===== src/rtl/vga_sync_gen.sv =====
// Raster timing generator: pixel divider, H/V counters, registered sync/blank decode.
// Define VGA_FRAME_CNT_EN to add the 8-bit frame_cnt output.
module vga_sync_gen #(
  parameter int H_VISIBLE       = 640,
  parameter int H_FRONT         = 16,
  parameter int H_SYNC          = 96,
  parameter int H_BACK          = 48,
  parameter int V_VISIBLE       = 480,
  parameter int V_FRONT         = 10,
  parameter int V_SYNC          = 2,
  parameter int V_BACK          = 33,
  parameter int CLK_DIV         = 2,
  parameter int SYNC_ACTIVE_LOW = 1
) (
  input  logic       clk,
  input  logic       rst_n,
  output logic [9:0] HCount,
  output logic [9:0] VCount,
  output logic       hsync,
  output logic       vsync,
  output logic       video_on,
  output logic       pix_tick,
  output logic       frame_start
`ifdef VGA_FRAME_CNT_EN
  ,
  output logic [7:0] frame_cnt
`endif
);

  localparam int H_TOTAL = H_VISIBLE + H_FRONT + H_SYNC + H_BACK;
  localparam int V_TOTAL = V_VISIBLE + V_FRONT + V_SYNC + V_BACK;
  localparam int DIV_W   = (CLK_DIV > 1) ? $clog2(CLK_DIV) : 1;

  localparam logic [DIV_W-1:0] DIV_LAST = DIV_W'(CLK_DIV - 1);
  localparam logic [9:0]       H_LAST   = 10'(H_TOTAL - 1);
  localparam logic [9:0]       V_LAST   = 10'(V_TOTAL - 1);

  generate
    if (H_TOTAL > 1024 || V_TOTAL > 1024 || CLK_DIV < 1) begin : g_bad_timing
      $error("vga_sync_gen: totals must be <= 1024 and CLK_DIV >= 1");
    end
  endgenerate

  function automatic logic in_win(input logic [9:0] c, input int lo, input int len);
    int ci;
    ci = int'({22'd0, c});
    return (ci >= lo) && (ci < lo + len);
  endfunction

  function automatic logic sync_level(input logic act);
    return (SYNC_ACTIVE_LOW != 0) ? ~act : act;
  endfunction

  logic [DIV_W-1:0] div_cnt;
  logic [DIV_W-1:0] div_nxt;
  logic [9:0]       h_nxt;
  logic [9:0]       v_nxt;
  logic             wrap;

  // next-state of divider and counters; the sync/blank registers decode these
  always_comb begin
    div_nxt = (div_cnt == DIV_LAST) ? '0 : div_cnt + DIV_W'(1);
    h_nxt   = HCount;
    v_nxt   = VCount;
    wrap    = 1'b0;
    if (pix_tick) begin
      if (HCount == H_LAST) begin
        h_nxt = '0;
        if (VCount == V_LAST) begin
          v_nxt = '0;
          wrap  = 1'b1;
        end else begin
          v_nxt = VCount + 10'd1;
        end
      end else begin
        h_nxt = HCount + 10'd1;
      end
    end
  end

  always_ff @(posedge clk) begin
    if (!rst_n) begin
      div_cnt     <= '0;
      pix_tick    <= 1'b0;
      HCount      <= '0;
      VCount      <= '0;
      hsync       <= sync_level(1'b0);
      vsync       <= sync_level(1'b0);
      video_on    <= 1'b1;
      frame_start <= 1'b0;
    end else begin
      div_cnt     <= div_nxt;
      pix_tick    <= (div_nxt == DIV_LAST);
      HCount      <= h_nxt;
      VCount      <= v_nxt;
      hsync       <= sync_level(in_win(h_nxt, H_VISIBLE + H_FRONT, H_SYNC));
      vsync       <= sync_level(in_win(v_nxt, V_VISIBLE + V_FRONT, V_SYNC));
      video_on    <= in_win(h_nxt, 0, H_VISIBLE) && in_win(v_nxt, 0, V_VISIBLE);
      frame_start <= wrap;
    end
  end

`ifdef VGA_FRAME_CNT_EN
  always_ff @(posedge clk) begin
    if (!rst_n) begin
      frame_cnt <= '0;
    end else if (wrap) begin
      frame_cnt <= frame_cnt + 8'd1;
    end
  end
`endif

endmodule

===== config.mk =====
export PLATFORM = sky130hd
export DESIGN_NAME = vga_sync_gen
export DESIGN_NICKNAME = d
export VERILOG_FILES = /design/src/rtl/vga_sync_gen.sv
export SDC_FILE = /design/constraint.sdc
export NUM_CORES = 1
export LEC_CHECK = 0
export ABC_AREA = 1
export BUFFER_PORTS_ARGS = -buffer_cell sky130_fd_sc_hd__buf_2
export CAP_MARGIN = 20
export CORE_AREA = 5 5 51 71
export CTS_CLUSTER_DIAMETER = 40
export DETAILED_ROUTE_END_ITERATION = 8
export DIE_AREA = 0 0 56 76
export PLACE_DENSITY = 0.7
export SLEW_MARGIN = 0
export SYNTH_ARGS = -nofsm -noshare
export SYNTH_HDL_FRONTEND = slang
export SYNTH_SLANG_ARGS = --single-unit

===== constraint.sdc =====
create_clock -name clk -period 2.3 [get_ports clk]
set_clock_uncertainty 0.1 [all_clocks]
set_input_delay 0.345 -clock clk [delete_from_list [all_inputs] [get_ports clk]]
set_output_delay 0.345 -clock clk [all_outputs]
set_load 0.005 [all_outputs]

# ---- Yosys cells after proc, flatten, opt, wreduce, memory -nomap -nowiden
# Index checks and enable logic that the tools add are counted.
# Widths: inputs -> output; s select.
dict set report word_totals {
  reg_bits 25
}
dict set report op_classes {
  addsub 3
  n_mux 6
  order_cmp 6
  reduce_logical 5
  bitwise_logic 3
  n_eq_ne 2
}
# cell n
set op_table {}
lappend op_table {{$mux 10} 5}
lappend op_table {{$add 10x1->10 const B} 2}
lappend op_table {{$eq 10x10->1 const B} 2}
lappend op_table {{$lt 10x10->1 const B} 2}
lappend op_table {{$lt 10x9->1 const B} 2}
lappend op_table {{$ge 10x10->1 const B} 1}
lappend op_table {{$ge 10x9->1 const B} 1}
lappend op_table {{$logic_and 1x1->1} 3}
lappend op_table {{$not 1->1} 3}
lappend op_table {{$reduce_and 3->1} 1}
lappend op_table {{$reduce_or 2->1} 1}
lappend op_table {{$add 1x1->1 const B} 1}
lappend op_table {{$mux 1} 1}

# ---- Longest topological paths before layout
# Gate-level depths: netlist of the first run.
dict set report logic_depth {
  word_depth 7
  depth_mapped 14
}

# ---- Worst setup path before layout of the first run
# OpenSTA, ideal clock, no wires.
dict set report synth_path {
  kind {register -> register}
  start {register HCount[0]}
  end {register vsync}
  setup_time_ns 0.121
  t_arrival_ns 1.461
  n_path_buf 0
  setup_slack_ns 0.618
  path_stages_with_launch 11
  path_cell_list {dfxtp_1 ha_1 nand2_2 nor2_8 nand3_4 nor2_2 nand3_1 nand3_2 nand2_1 nor2b_1 nand3_1}
}
dict set report synth_between {
  elab_chain_cells 6
  word_cells_on_any_way 7
  classes_between {order compare: 2; eq/ne: 1; mux: 2; bitwise: 1; reduce/logical: 1}
}
# item line
set synth_lines {}
lappend synth_lines {{start, declared} 17} ;# output logic [9:0] HCount,
lappend synth_lines {{start signal, assigned} 94} ;# HCount <= h_nxt;
lappend synth_lines {{$eq 10x10->1 (*)} 67} ;# if (HCount == H_LAST) begin
lappend synth_lines {{$mux 10 (*)} 67}
lappend synth_lines {{$mux 10 (*)} 66} ;# if (pix_tick) begin
lappend synth_lines {{$ge 10x9->1 / $lt 10x9->1 (equally long branches)} 47} ;# return (ci >= lo) && (ci < lo + len);
lappend synth_lines {{$logic_and 1x1->1 (*)} 47}
lappend synth_lines {{$not 1->1 (*)} 51} ;# return (SYNC_ACTIVE_LOW != 0) ? ~act : act;
lappend synth_lines {{end signal, assigned} 88} ;# vsync <= sync_level(1'b0);
lappend synth_lines {{end signal, assigned} 97} ;# vsync <= sync_level(in_win(v_nxt, V_VISIBLE + V_FRONT, V_SYNC));
lappend synth_lines {{end, declared} 20} ;# output logic vsync,
# Mark *: on every way between the ends. The rest lies on a longest branch, timed or not.
# A chain may end at the register's enable or synchronous reset.

# ---- Final worst setup path of the first run
# Ends and elaborated chain as after synthesis.

==> flow_summary.yaml, run 1 <==
power_and_ir_drop:
  p_seq_frac: 0.601
  power.total_mw: 0.7443
  power_density_nw_per_um2: 462.2
  p_switching_mw: 0.1697
  p_sw_frac: 0.2280
  p_clk_frac: 0.353
  p_int_mw: 0.5746
  peakVddDrop_mv: 0.3906
  p_leak_nw: 0.7745
  combPwrFrac: 0.046
synthesis:
  synth_fp_nets: 215
  async_flop_share: 0
  synth_edf_count: 0
  syn_avg_cell_area_sq_um: 6.613
  ys_ff_latch: 25
  ys.flop_type: "dfxtp_1"
  synth_area_sq_um: 1389
  syn_inst: 210
  yosysSeqAreaShare: 0.3604
  synth_warnings: 0
  synth.distinct_cells: 29
grt:
  grt_overflow: 0
  grt_pass1_wl_um: 5471
  grt_pass1_vias: 1300
  grt.total_usage: 0.1576
  antenna_found_initial: 0
  grt_max_degree: 15
floorplanning:
  row_count: 24
  die_height_um: 76
  initial_core_util: 0.4672
  die-area_sq_um: 4256
  die_x_um: 56
  core_sq_um: 2973
  pin_count: 27
setup_path:
  cp_num_buf_inv: 1
  cp-end-kind: "flop"
  cpLargestDelayFamily: "simple AND/OR/NAND/NOR gates"
  worst-endpoint-required_ns: 2.36
  cp_cell_sequence: "ha_1, nand2_2, nor2_8, nand3_4, inv_4, nand2_1, nand3_1, nand4_1, nor2_1, nand3_1"
  rr_startpoint: "HCount[0]"
  critPathKind: "reg2reg"
  cp_slowest_cell: "dfxtp_1"
  worstPathArrival_ns: 1.96
  critPathMostFrequentCell: "nand3_1"
  cp-start-kind: "flop"
  max_stage_delay_ns: 0.41
  worst-path-max-fanout: 8
  worstSetupStartpoint: "HCount[0]"
clock_network:
  root_buffer: "clkbuf_8"
  cts_resized: 0
  cts_max_level: 1
  clkSinkCount: 25
  insertion_delay_ns: 0.27
  post-cts-setup-buffers: 0
  cts_buffers: 3
  cts_tree: "done"
  cts_hold_buffers: 0
  clkTransAtPathRegs_ns: 0.09
  clk_path_buf_depth: 2
sta:
  finalCritPeriodShare: 0.8267
  finalMaxSlewViolations: 0
  setup_viol_count_final: 0
  hold_viol_final: 0
  fin_crit_ns: 1.901
  tns_ns: 0
  relSlewSlack: 0.6880
  max_freq_mhz: 525.9
  rsz0062_at_grt: "false"
  tightest_slew_ns: 0.4676
finish:
  n_antenna_cell: 0
  fillers: 307
  num-nets-final: 244
  drive_gt1_frac: 0.1975
  area_growth_pct: 15.95
place:
  dp_hpwl_um: 2581
  place.gp.congestion: 0.7977
  port_buffers: 26
detailed_routing:
  antenna_left: 0
  drcViolationCount: 0
  routed_wl_um: 3248
  via_per_inst: 4.917
  post_drt_wl_per_cell_um: 11.73
  route.vias.total: 1362
  drtIter0Drc: 40
  drtPass1Iterations: 4
flow_run:
  max_cap_viol_count: 0
min_path:
  worstHoldStart: "rst_n"
  min_path_type: "in2reg"
status:
  status: "completed"
==> through the flow <==
stage | hold slack (ns) | worst slack, ns | std cells | util | instance area [sq um]
6_report | 0.2111 | 0.3987 | 277 | 0.5417 | 1610
4_1_cts | 0.2107 | 0.3856 | 277 | 0.5417 | 1610
3_3_place_gp | 0.4179 | 0.3832 | 273 | 0.5265 | 1565
2_1_floorplan | 0.3137 | 0.6184 | 210 | - | 1389
5_1_grt | 0.2065 | 0.2141 | 277 | 0.5417 | 1610
3_5_place_dp | 0.4244 | 0.4172 | 273 | 0.5265 | 1565
==> power groups by stage <==
| stage | registers [mW] | logic, mW | clock network [mW] |
|---|---|---|---|
| 2_1_floorplan | 0.455 | 0.0208 | 0 |
| 3_3_place_gp | 0.457 | 0.0344 | 0 |
| 3_5_place_dp | 0.457 | 0.0343 | 0 |
| 4_1_cts | 0.447 | 0.0347 | 0.268 |
| 5_1_grt | 0.449 | 0.0378 | 0.286 |
| 6_report | 0.448 | 0.0341 | 0.263 |
==> sequential cells by signal, indices dropped and copies added (netlist names) <==
name         cells
frame_start      1
video_on         1
VCount          10
div_cnt          1
hsync            1
HCount          10
vsync            1
==> area by class of cell <==
class | instances | area [sq um] | share of cell area
Clock buffer | 4 | 45.04 | 0.02797
Inverter | 29 | 111.4 | 0.06915
Multi-Input combinational cell | 152 | 759.5 | 0.4716
Sequential cell | 25 | 500.5 | 0.3108
Tap cell | 39 | 48.80 | 0.03030
Timing Repair Buffer | 28 | 145.1 | 0.09013
==> cells in the mapped netlist, types with 3 or more instances <==
cell type	instances	area share
a21oi_1	5	0.018
nand2_1	57	0.15
dfxtp_1	25	0.36
inv_1	24	0.065
nand4_1	8	0.036
o21ai_0	4	0.014
nor2_1	31	0.084
nor3_1	4	0.014
nor2_2	4	0.018
nand3_1	16	0.058
ha_1	3	0.027
inv_2	4	0.011
o21ai_1	3	0.011
==> layer usage <==
layer	global-route usage	wire, um
met1	0.1682	1325
met2	0.2869	1734
met3	0.02373	100
met4	0.08789	88
met5	0	0
==> cells in the final DEF (no fill, tap or decap) <==
master	n
inv_1	24
nor2_8	1
o21ai_1	3
xor2_1	2
dfxtp_1	25
nand2_1	57
nand4_1	8
o21bai_1	2
o31ai_1	1
nand3_4	1
and3_1	2
nor2_4	1
nor2_1	31
nand3_2	2
nand3_1	16
a21oi_1	5
nor2_2	4
buf_2	26
o21ai_0	4
nand2_2	2
inv_4	1
clkbuf_1	1
nor3_1	4
nor2b_1	1
ha_1	3
buf_4	2
nor3b_1	1
xnor2_1	1
clkbuf_8	3
inv_2	4
==> logic make-up after synthesis <==
kind of cell,synth area share
and+or+nand+nor,0.4415
buffers and inverters,0.09279
DFF,0.3604
AOI/OAI and AO/OA,0.05945
xor gates and xnor gates,0.01892
adders and majority gates,0.02703
==> worst paths after layout <==
path	slack, ns	cells after the start	end
setup reg to reg	0.40	10	vsync
hold reg to reg	0.44	2	HCount[1]
setup / recovery	0.40	10	vsync
hold / removal	0.21	2	video_on
Power figures use the tool's default switching activity.
==> inputs of run 2 (changes only) <==
Settings changed: ABC_AREA 1 to 0, CORE_AREA 5 5 51 71 to 5 5 50 69, DIE_AREA 0 0 56 76 to 0 0 55 74, PLACE_DENSITY 0.7 to 0.71.
Clock period 2.3 ns to 1.9 ns, I/O delays scaled along.
==> flow_summary.yaml, run 2 <==
clock_network:
  clk_path_buf_depth: 2
  root_buffer: "clkbuf_8"
  insertion_delay_ns: 0.27
  cts_hold_buffers: 0
  cts_max_level: 1
  clkTransAtPathRegs_ns: 0.09
  clkSinkCount: 25
  cts_buffers: 3
  cts_tree: "done"
power_and_ir_drop:
  peakVddDrop_mv: 0.4200
  p_leak_nw: 0.8464
  power_density_nw_per_um2: 453.9
synthesis:
  synth_fp_nets: 159
  yosys.cell_count.top_type: "dfxtp_1"
  synth_top_area_cell: "dfxtp_1"
  async_flop_share: 0
  synth.distinct_cells: 45
  yosysSeqAreaShare: 0.3766
  synth_area_sq_um: 1329
  synth_edf_count: 0
  synth_warnings: 0
  netlist_top_cells_area: "dfxtp_1 (38%), nand2_1 (5.1%), xnor2_1 (4.0%), nor2b_1 (3.8%), nor2_1 (3.7%)"
  syn_avg_cell_area_sq_um: 8.628
  ys_ff_latch: 25
  synth_top_area_frac: 0.3766
  synthTopCellsByCount: "dfxtp_1 (25), nand2_1 (18), nor2_1 (13)"
  syn_inst: 154
  ys.flop_type: "dfxtp_1"
floorplanning:
  core_sq_um: 2791
  die_x_um: 55
  pin_count: 27
  initial_core_util: 0.4760
  die_height_um: 74
  row_count: 23
  die-area_sq_um: 4070
setup_path:
  cpLargestDelayFamily: "simple AND/OR/NAND/NOR gates"
  crit_cells: 7
  cp-end-kind: "flop"
  worstSetupStartpoint: "HCount[9]"
  max_stage_delay_ns: 0.55
  worstPathArrival_ns: 2.40
  cp_num_buf_inv: 1
  worst-path-max-fanout: 5
  rr_startpoint: "HCount[9]"
  r2r_cells: 7
  timing.rr.end: "video_on"
  cp_cell_sequence: "or3b_4, or4_4, nor3_4, mux2i_2, nor4b_2, buf_4, o31ai_2"
  rrSetupSlack_ns: -0.41
  cp-start-kind: "flop"
  crit_end: "video_on"
  cp_slowest_cell: "or4_4"
  worst-endpoint-required_ns: 1.99
  critPathKind: "reg2reg"
place:
  place_ws_ns: -0.4135
  dp_hpwl_um: 2922
  port_buffers: 26
  place.gp.congestion: 0.9872
  dp.cells: 251
sta:
  rsz0062_at_grt: "true"
  tns_ns: -2.221
  finalCritPeriodShare: 1.216
  setup_viol_count_final: 15
  fin_ws_ns: -0.4108
  finalMaxSlewViolations: 0
  relSlewSlack: 0.7817
  tightest_slew_ns: 0.3247
  hold_viol_final: 0
  max_freq_mhz: 432.7
  fin_crit_ns: 2.311
detailed_routing:
  route.vias.total: 1440
  post_drt_wl_per_cell_um: 15.09
  drcViolationCount: 0
  routed_wl_um: 3938
  drtIter0Drc: 43
  drtPass1Iterations: 6
  via_per_inst: 5.517
  antenna_left: 0
min_path:
  min_path_type: "in2reg"
  worstHoldStart: "rst_n"
  hold_depth: 2
finish:
  num-nets-final: 230
  n_antenna_cell: 0
  largestRegisters: "HCount x10, VCount x10"
  post-route-util: 0.7001
  final_cell_mix: "buf_4 (45), buf_2 (26), dfxtp_1 (23)"
  drive_gt1_frac: 0.4464
  fillers: 237
  final_common_cell: "buf_4"
  area_growth_pct: 47.08
  instances_no_fill: 261
grt:
  antenna_found_initial: 0
  grt.total_usage: 0.2068
  grt_pass1_vias: 1445
  grt_pass1_wl_um: 6292
  grt_overflow: 0
  grt_max_degree: 21
status:
  violations: "negative setup slack"
  status: "finished with violations"
flow_run:
  max_cap_viol_count: 0
==> run 2: changes by cell type after synthesis, moves of 7 or more <==
cell,delta
nand3_1,-9
nor2_1,-18
nor2b_1,+7
inv_1,-22
nand2_1,-39
==> run 2: cell type report <==
type / count / area [sq um] / area share
Multi-Input combinational cell: 122 / 882.1 / 0.4513
Sequential cell: 25 / 505.5 / 0.2586
Timing Repair Buffer: 71 / 467.9 / 0.2394
Tap cell: 37 / 46.29 / 0.02369
Clock buffer: 4 / 45.04 / 0.02305
Inverter: 2 / 7.507 / 0.003841
==> run 2: through the flow <==
step / area (sq um) / hold WS (ns) / power, mW
finish: 1954 / 0.2581 / 0.8872
global route: 1954 / 0.2813 / 0.9151
CTS: 1886 / 0.2638 / 0.8891
detailed placement: 1788 / 0.4845 / 0.5809
global placement: 1788 / 0.4868 / 0.5782
floorplan: 1345 / 0.3477 / 0.5614
==> run 2: logic make-up after synthesis <==
group | after synthesis | synth area share
XOR/XNOR | 10 | 0.06591
AO/OA/AOI/OAI | 24 | 0.1215
flip-flops | 25 | 0.3766
AND/OR/NAND/NOR | 83 | 0.3663
adder cells (fa/ha/maj) | 3 | 0.02825
buffers and inverters | 7 | 0.02542
multiplexers | 2 | 0.01601
==> run 2: metal layers <==
layer | vias to the layer above | track usage | routed length [um]
met3 | 22 | 0.02004 | 137
met2 | 43 | 0.3737 | 2144
met5 | - | 0 | 0
met4 | 0 | 0.1108 | 186
met1 | 685 | 0.2278 | 1469
li1 | 690 | - | -
==> run 2: power breakdown <==
part / leakage (nW) / switching [mW] / total [mW] / internal, mW
clock network: 0.0228 / 0.166 / 0.316 / 0.150
registers: 0.203 / 0.00470 / 0.531 / 0.526
logic: 0.620 / 0.0192 / 0.0400 / 0.0208
==> run 2: worst register-to-register path, delay by kind of cell, from the launching register on <==
kind / cells / cell delay [ns]
AND/OR/NAND/NOR: 4 / 1.18
flip-flops: 1 / 0.35
multiplexers: 1 / 0.27
AO/OA/AOI/OAI: 1 / 0.19
buffers and inverters: 1 / 0.15
==> run 2: worst min path at each step <==
stage / slack, ns / endpoint
after detailed placement: 0.48 / hsync
after global placement: 0.49 / div_cnt
after CTS: 0.26 / video_on
after floorplan: 0.35 / hsync
after global routing: 0.28 / video_on
final: 0.26 / video_on
==> run 2: what timing repair did <==
| item | 4_1_cts | 5_1_grt |
|---|---|---|
| setup buffers | 3 | 3 |
| resized for setup | 6 | 12 |
| cloned | 0 | 0 |
| endpoints found under the setup margin | 13 | 16 |
| pin swaps | 1 | 5 |
==> inputs of run 3 (changes only) <==
Settings changed: CORE_AREA 5 5 50 69 to 5 5 49 68, DIE_AREA 0 0 55 74 to 0 0 54 73, PLACE_DENSITY 0.71 to 0.73.
==> flow_summary.yaml, run 3 (same netlist as run 2, synthesis figures left out) <==
finish:
  final_common_cell: "buf_4"
  regArea_sq_um: 505.5
  n_antenna_cell: 0
  multi_input_area_sq_um: 889.6
  drive_gt1_frac: 0.4312
  largestRegisters: "HCount x10, VCount x10"
  num-nets-final: 224
  final_cell_mix: "buf_4 (36), buf_2 (26), dfxtp_1 (23)"
  area_growth_pct: 45.10
  fillers: 202
detailed_routing:
  routed_wl_um: 3953
  drcViolationCount: 0
  via_per_inst: 5.584
  antenna_left: 0
  route.vias.total: 1424
  post_drt_wl_per_cell_um: 15.50
  drtIter0Drc: 36
  drtPass1Iterations: 4
setup_path:
  r2r_cells: 7
  critPathKind: "reg2reg"
  cp-start-kind: "flop"
  crit_end: "vsync"
  rr_startpoint: "HCount[5]"
  worst-path-max-fanout: 5
  worst-endpoint-required_ns: 1.94
  cp-end-kind: "flop"
  worstSetupStartpoint: "HCount[5]"
  worstPathArrival_ns: 2.36
  timing.rr.end: "vsync"
  rrSetupSlack_ns: -0.41
status:
  status: "finished with violations"
  violations: "negative setup slack"
flow_run:
  max_cap_viol_count: 0
sta:
  setup_viol_count_final: 15
  finalCritPeriodShare: 1.218
  tightest_slew_ns: 0.4374
  relSlewSlack: 0.7057
  tns_ns: -2.493
  finalMaxSlewViolations: 0
  hold_ws_ns: 0.2930
  fin_crit_ns: 2.314
  fin_ws_ns: -0.4141
  hold_viol_final: 0
  rsz0062_at_grt: "true"
  max_freq_mhz: 432.1
power_and_ir_drop:
  power_density_nw_per_um2: 464.3
  power.total_mw: 0.8953
  p_leak_nw: 0.8330
  peakVddDrop_mv: 0.3550
grt:
  grt_overflow: 0
  grt_pass1_wl_um: 6147
  grt.total_usage: 0.2070
  grt_max_degree: 21
  grt_pass1_vias: 1420
  antenna_found_initial: 0
place:
  port_buffers: 26
  dp_hpwl_um: 2757
  place_ws_ns: -0.3801
  place.gp.congestion: 0.8573
clock_network:
  root_buffer: "clkbuf_8"
  clk_path_buf_depth: 2
  cts_buffers: 3
  cts_max_level: 1
  insertion_delay_ns: 0.27
  cts_tree: "done"
  clkTransAtPathRegs_ns: 0.09
  clkSinkCount: 25
floorplanning:
  die_height_um: 73
  die_x_um: 54
  core_sq_um: 2734
  pin_count: 27
  initial_core_util: 0.4860
  row_count: 23
  die-area_sq_um: 3942
min_path:
  min_path_type: "in2reg"
==> run 3: worst min path at each step <==
stage	start	endpoint	slack, ns	depth (start not counted)
after detailed placement	VCount[1]	VCount[1]	0.47	2
after CTS	rst_n	video_on	0.28	2
final	rst_n	video_on	0.29	2
after floorplan	HCount[9]	hsync	0.35	1
after global placement	VCount[1]	VCount[1]	0.44	2
after global routing	rst_n	video_on	0.31	2
==> run 3: report_power, final <==
part / internal (mW) / total [mW] / switching, mW
sequential: 0.527 / 0.531 / 0.00401
combinational: 0.0187 / 0.0379 / 0.0191
clock: 0.150 / 0.327 / 0.177
==> run 3: cell type report <==
cell class / count / share of cell area
multi-input cells: 122 / 0.4614
flip-flops and latches: 25 / 0.2622
repair buffers: 65 / 0.2252
well taps: 37 / 0.02401
clock buffers: 4 / 0.02336
inverters: 2 / 0.003894
==> run 3: repair_timing <==
action                                  CTS  global route
hold buffers                              0             0
gates resized for setup                  15             8
endpoints found under the setup margin   12            16
pin swaps                                 5             5
setup buffers                             5             1
==> run 3: worst max-delay path: stages (launching register included) <==
cell and delay [ns]:
dfxtp_2 0.34, or3b_4 0.44, or4_4 0.48, buf_4 0.17, nor4b_2 0.27, a21oi_1 0.07
nor2b_1 0.19, o2111ai_1 0.13
==> run 3: per-layer routing <==
metal  GRT usage  vias to the layer above  part of all wire
li1            -                      680                 -
met1      0.2225                      687              0.38
met2      0.3989                       45              0.56
met3     0.02045                       12             0.040
met4     0.06925                        0             0.025
met5           0                        -                 0
==> run 3: metrics by stage <==
step / utilization / cells / instance area (sq um)
3_3_place_gp: 0.6375 / 245 / 1743
5_1_grt: 0.7053 / 255 / 1928
3_5_place_dp: 0.6375 / 245 / 1743
4_1_cts: 0.6874 / 254 / 1879
2_1_floorplan: - / 154 / 1345
6_report: 0.7053 / 255 / 1928
